File: config.mk
export PLATFORM = sky130hd
export DESIGN_NAME = fmadd_round_pack_pipe
export DESIGN_NICKNAME = d
export VERILOG_FILES = /design/src/rtl/fmadd_round_pack_pipe_pkg.sv /design/src/rtl/fmadd_round_incr.sv /design/src/rtl/fmadd_round_pack_pipe.sv
export SDC_FILE = /design/constraint.sdc
export NUM_CORES = 1
export LEC_CHECK = 0
export BUFFER_PORTS_ARGS = -buffer_cell sky130_fd_sc_hd__clkbuf_2
export CAP_MARGIN = 10
export CORE_UTILIZATION = 55
export CTS_CLUSTER_SIZE = 25
export DETAILED_ROUTE_END_ITERATION = 10
export PLACE_DENSITY = 0.81
export SETUP_SLACK_MARGIN = 0.15
export SLEW_MARGIN = 40
export SYNTH_ARGS = -nofsm -noshare
export SYNTH_HDL_FRONTEND = slang
export SYNTH_SLANG_ARGS = --single-unit
File: constraint.sdc
create_clock -name clk -period 3.3 [get_ports clk]
set_input_delay 0.66 -clock clk [delete_from_list [all_inputs] [get_ports clk]]
set_output_delay 0.66 -clock clk [all_outputs]
set_load 0.01 [all_outputs]
File: src/rtl/fmadd_round_pack_pipe_pkg.sv
// fmadd_round_pack_pipe_pkg: rounding-mode encodings and fflags bit positions shared by the FMA round/pack paths
package fmadd_round_pack_pipe_pkg;
  typedef enum logic [2:0] {
    FRM_RNE = 3'b000,
    FRM_RTZ = 3'b001,
    FRM_RDN = 3'b010,
    FRM_RUP = 3'b011,
    FRM_RMM = 3'b100
  } frm_e;
  localparam int FLAG_NV = 4;
  localparam int FLAG_DZ = 3;
  localparam int FLAG_OF = 2;
  localparam int FLAG_UF = 1;
  localparam int FLAG_NX = 0;
endpackage

File: src/rtl/fmadd_round_incr.sv
// fmadd_round_incr: decides the round-up increment and inexact from rounding mode, sign and GRS bits
module fmadd_round_incr
  import fmadd_round_pack_pipe_pkg::*;
(
  input  logic [2:0] frm,
  input  logic       sign,
  input  logic       lsb,
  input  logic       guard,
  input  logic       round,
  input  logic       sticky,
  output logic       inc,
  output logic       inexact
);
  // reserved encodings fall through to round-to-nearest-even
  always_comb begin
    inexact = guard | round | sticky;
    inc = (frm == FRM_RTZ) ? 1'b0 :
          (frm == FRM_RDN) ? (sign & inexact) :
          (frm == FRM_RUP) ? (!sign & inexact) :
          (frm == FRM_RMM) ? guard :
                             (guard & (round | sticky | lsb));
  end
endmodule

File: src/rtl/fmadd_round_pack_pipe.sv
// fmadd_round_pack_pipe: two-register round-and-pack stage producing the IEEE result and fflags
module fmadd_round_pack_pipe
  import fmadd_round_pack_pipe_pkg::*;
#(
  parameter int std = 31,
  parameter int man = 22,
  parameter int exp = 7
) (
  input  logic           clk,
  input  logic           rst_l,
  input  logic           flush,
  input  logic           in_valid,
  output logic           in_ready,
  input  logic           in_sign,
  input  logic [man+1:0] in_mantissa,
  input  logic [exp+1:0] in_exponent,
  input  logic           in_guard,
  input  logic           in_round,
  input  logic           in_sticky,
  input  logic [2:0]     in_frm,
  input  logic           in_special,
  input  logic [std:0]   in_special_result,
  input  logic [4:0]     in_special_flags,
  output logic           out_valid,
  input  logic           out_ready,
  output logic [std:0]   out_result,
  output logic [4:0]     out_flags
);
  localparam logic [exp+2:0] EXP_MAX = {2'b00, {(exp+1){1'b1}}};
  localparam logic [exp+2:0] EXP_ONE = {{(exp+2){1'b0}}, 1'b1};
  logic           inc, inexact, s1_adv, s2_adv;
  logic           s1_valid, s1_sign, s1_inexact, s1_special;
  logic [man+2:0] s1_sum;
  logic [exp+1:0] s1_exp;
  logic [2:0]     s1_frm;
  logic [std:0]   s1_special_result, res_nxt;
  logic [4:0]     s1_special_flags, flags_nxt;
  logic           carry, ovf, inf_sel, tiny;
  logic [man+1:0] mant;
  logic [exp+2:0] exp_adj, exp_fld;

  assign s2_adv   = !out_valid | out_ready;
  assign s1_adv   = !s1_valid | s2_adv;
  assign in_ready = s1_adv;

  fmadd_round_incr u_incr (
    .frm     (in_frm),
    .sign    (in_sign),
    .lsb     (in_mantissa[0]),
    .guard   (in_guard),
    .round   (in_round),
    .sticky  (in_sticky),
    .inc     (inc),
    .inexact (inexact)
  );

  // stage 1: capture the incremented mantissa and the fields needed to pack it
  always_ff @(posedge clk or negedge rst_l) begin
    if (!rst_l) begin
      s1_valid          <= 1'b0;
      s1_sign           <= 1'b0;
      s1_sum            <= '0;
      s1_exp            <= '0;
      s1_frm            <= '0;
      s1_inexact        <= 1'b0;
      s1_special        <= 1'b0;
      s1_special_result <= '0;
      s1_special_flags  <= '0;
    end else begin
      s1_valid <= flush ? 1'b0 : (s1_adv ? in_valid : s1_valid);
      if (s1_adv && in_valid) begin
        s1_sign           <= in_sign;
        s1_sum            <= {1'b0, in_mantissa} + {{(man+2){1'b0}}, inc};
        s1_exp            <= in_exponent;
        s1_frm            <= in_frm;
        s1_inexact        <= inexact;
        s1_special        <= in_special;
        s1_special_result <= in_special_result;
        s1_special_flags  <= in_special_flags;
      end
    end
  end

  // stage 2 datapath: renormalize the rounding carry, detect overflow/tininess and pack
  always_comb begin
    carry     = s1_sum[man+2];
    mant      = carry ? s1_sum[man+2:1] : s1_sum[man+1:0];
    exp_adj   = {1'b0, s1_exp} + {{(exp+2){1'b0}}, carry};
    exp_fld   = (exp_adj == '0 && mant[man+1]) ? EXP_ONE : exp_adj;
    ovf       = exp_fld >= EXP_MAX;
    tiny      = exp_fld == '0;
    inf_sel   = (s1_frm == FRM_RTZ) ? 1'b0 :
                (s1_frm == FRM_RDN) ? s1_sign :
                (s1_frm == FRM_RUP) ? !s1_sign : 1'b1;
    res_nxt   = s1_special ? s1_special_result :
                !ovf       ? {s1_sign, exp_fld[exp:0], mant[man:0]} :
                inf_sel    ? {s1_sign, {(exp+1){1'b1}}, {(man+1){1'b0}}} :
                             {s1_sign, {exp{1'b1}}, 1'b0, {(man+1){1'b1}}};
    flags_nxt = '0;
    flags_nxt[FLAG_OF] = ovf;
    flags_nxt[FLAG_UF] = tiny & s1_inexact;
    flags_nxt[FLAG_NX] = s1_inexact | ovf;
    if (s1_special) flags_nxt = s1_special_flags;
  end

  // stage 2 register: output holds while the consumer stalls
  always_ff @(posedge clk or negedge rst_l) begin
    if (!rst_l) begin
      out_valid  <= 1'b0;
      out_result <= '0;
      out_flags  <= '0;
    end else begin
      out_valid <= flush ? 1'b0 : (s2_adv ? s1_valid : out_valid);
      if (s2_adv && s1_valid) begin
        out_result <= res_nxt;
        out_flags  <= flags_nxt;
      end
    end
  end
endmodule

==> flow_summary.yaml <==
logic_synthesis:
  synth-edff-count: 0
  synthesis.nets: 614
  ys_seq_area_frac: 0.5168
  ys_seq_elements: 116
  postSynthAreaPerCell_um2: 10.66
  syn-cell-area_mm2: 0.005617
  synthFlopType: "dfrtp_1"
  async_flop_share: 1.000
  synthDistinctLibCells: 38
  syn_inst: 527
  yosysWarningCount: 0
sta:
  slew_violations: 0
  hold_violations: 0
  worst_pin_slew_ns: 0.7184
  setup-tns-final_ns: 0
  finalSetupViolCount: 0
  rsz0062_at_grt: "false"
  period_needed_ns: 2.925
  skew_ns: 0.008092
  slew_headroom: 0.5211
  fmax_ghz: 0.3419
  min_period_over_period: 0.8863
critical_path:
  worstPathMaxFanout: 15
  crit_type: "reg -> reg"
  required_ns: 3.72
  reg2regPathDepth: 8
  timing.reg2reg.setup_slack_ns: 0.38
  startpoint_type: "flop"
  r2r_end: "out_result[6]$_DFFE_PN0P_"
  crit_path_end_kind: "flop"
  r2r_start: "s1_sum[24]$_DFFE_PN0P_"
  worstPathArrival_ns: 3.35
layout:
  most-common-layout-cells: "clkbuf_2, dfrtp_1, nand2_1"
  nNetsFinal: 730
  multiInputGateArea_mm2: 0.002557
  seqCellArea_mm2: 0.002903
  final_util: 0.7118
  drive_above_1_share: 0.3399
  nFillCells: 707
  layout_commonest_cell: "clkbuf_2"
  syn_to_final_growth_pct: 24.44
  antenna_cells: 0
  final_area_mm2: 0.006989
placed_design:
  io_buffers: 121
  gp_congestion: 1.005
  dp_hpwl_mm: 9.544
  dpl_cell_area_mm2: 0.006357
detailed_routing:
  drt_iter0_drc: 259
  dr.pass1.iters: 5
  wl_mm: 14.23
  vias: 4600
  antenna_left: 0
  drc: 0
  wl_per_cell_um: 18.04
  viasPerCell: 5.830
floorplan:
  core_area_mm2: 0.009819
  io_pins: 122
  fp.dieH_um: 103.1
  die_area_mm2: 0.01062
  rows: 36
  start_util: 0.5720
  die_w_um: 103.1
power:
  power.leakage_nw: 3.056
  peakVddDrop_uv: 320.8
  cellPowerDensity_mw_per_mm2: 625.0
run:
  drv_cap: 0
clock_network:
  cts_max_level: 4
  clk_latency_ns: 0.52
  cts-root-buf: "clkbuf_8"
  clk_path_buf_depth: 2
  cts.sinks: 116
  hold_buffers: 0
  cts_resized: 0
  cts-buffers-inserted: 17
  cts_tree: "yes"
  cts_setup_buffers: 0
  path_clk_slew_ns: 0.06
grt:
  grt_overflow: 0
  grt_first_pass_wirelength_mm: 22.94
  grt_usage: 0.2868
  grt_start_max_net_pins: 63
  antenna_found_initial: 0
  first_global_vias: 4793
outcome:
  status: "finished, final reports clean"
min_path:
  holdCritPathClass: "in -> async"
## state kept, by name (all words and copies together) (netlist names)
name / cells
s1_valid: 1
s1_special_result: 32
s1_exp: 9
s1_sign: 1
out_valid: 1
out_flags: 5
s1_special_flags: 5
s1_inexact: 1
s1_sum: 25
s1_special: 1
out_result: 32
s1_frm: 3
## how the worst max path moves through the flow
stage                           startpoint                         to  slack, ns  depth (start not counted)
floorplan                        in_frm[0]     s1_sum[22]$_DFFE_PN0P_       0.62                         13
global placement                 in_frm[0]     s1_sum[22]$_DFFE_PN0P_       0.49                         13
detailed placement               in_frm[0]     s1_sum[22]$_DFFE_PN0P_       0.37                         13
CTS                 s1_sum[24]$_DFFE_PN0P_  out_result[5]$_DFFE_PN0P_       0.40                          8
global route        s1_sum[24]$_DFFE_PN0P_  out_result[0]$_DFFE_PN0P_       0.27                          8
finish              s1_sum[24]$_DFFE_PN0P_  out_result[6]$_DFFE_PN0P_       0.38                          8
## final cells by class
type / instances / share of cell area
inverters: 4 / 0.002148
clock inverters: 9 / 0.02506
clock buffers: 23 / 0.06534
repair buffers: 132 / 0.1024
multi-input cells: 372 / 0.3659
flip-flops and latches: 116 / 0.4153
well taps: 133 / 0.02381
## logic make-up (layout without fill, tap and decap cells)
| logic type | count (synthesis) | after routing | synth area share |
|---|---|---|---|
| compound gates | 99 | 99 | 0.1125 |
| xor+xnor | 29 | 29 | 0.04522 |
| fa+ha+maj | 4 | 4 | 0.008911 |
| buf+inv | 39 | 168 | 0.03007 |
| flops | 116 | 116 | 0.5168 |
| mux | 79 | 79 | 0.1528 |
| simple gates | 161 | 161 | 0.1337 |
## Yosys cell counts, drive strengths merged (2+ instances only)
cell type | count | share of area
nand3b | 2 | 0.0027
a21oi | 28 | 0.025
nand3 | 15 | 0.013
nor3 | 10 | 0.0089
buf | 8 | 0.0094
clkbuf | 27 | 0.018
o221a | 2 | 0.0040
nand2b | 4 | 0.0045
o221ai | 23 | 0.036
nor2b | 3 | 0.0033
mux2 | 54 | 0.11
nor2 | 41 | 0.027
ha | 4 | 0.0089
o211ai | 2 | 0.0027
and3 | 5 | 0.0056
and4 | 4 | 0.0071
o21ai | 33 | 0.029
xor2 | 11 | 0.017
xnor2 | 18 | 0.028
nand2 | 58 | 0.039
or3 | 4 | 0.0045
nand4 | 7 | 0.0078
inv | 4 | 0.0027
dfrtp | 116 | 0.52
o22ai | 6 | 0.0078
nor4 | 5 | 0.0056
mux2i | 25 | 0.045
## layer usage
metal | GRT usage | routed length [µm] | share of wire | vias up
met1 | 0.3370 | 5861 | 0.41 | 2248
li1 | - | - | - | 2131
met2 | 0.5010 | 7252 | 0.51 | 190
met5 | 0 | 0 | 0 | -
met4 | 0.09751 | 279 | 0.020 | 0
met3 | 0.08610 | 838 | 0.059 | 31
## per-stage QoR
| step | power (mW) | hold slack (ns) | setup slack, ns | instances |
|---|---|---|---|---|
| 3_3_place_gp | 2.384 | 0.4490 | 0.4871 | 757 |
| 2_1_floorplan | 2.120 | 0.3644 | 0.6202 | 527 |
| 6_report | 4.368 | 0.1941 | 0.3751 | 789 |
| 5_1_grt | 4.553 | 0.2252 | 0.2717 | 789 |
| 4_1_cts | 4.387 | 0.2195 | 0.4024 | 789 |
| 3_5_place_dp | 2.422 | 0.4711 | 0.3655 | 757 |
## worst max-delay path: stages, from the launching register on
cell and delay [ns]:
dfrtp_1 0.41, ha_1 0.25, ha_1 0.28, and4_4 0.25, a21oi_1 0.36, o22ai_2 0.16, or3_1 0.63, buf_4 0.31
o221ai_1 0.18
## where the power goes
group	leakage (nW)	switching, mW	total, mW	internal [mW]
clock	0.302	0.618	1.96	1.34
combinational	1.39	0.348	0.652	0.305
sequential	1.37	0.140	1.76	1.62
total	3.06	1.11	4.37	3.26
No activity file was read; power rests on OpenSTA's default activity.
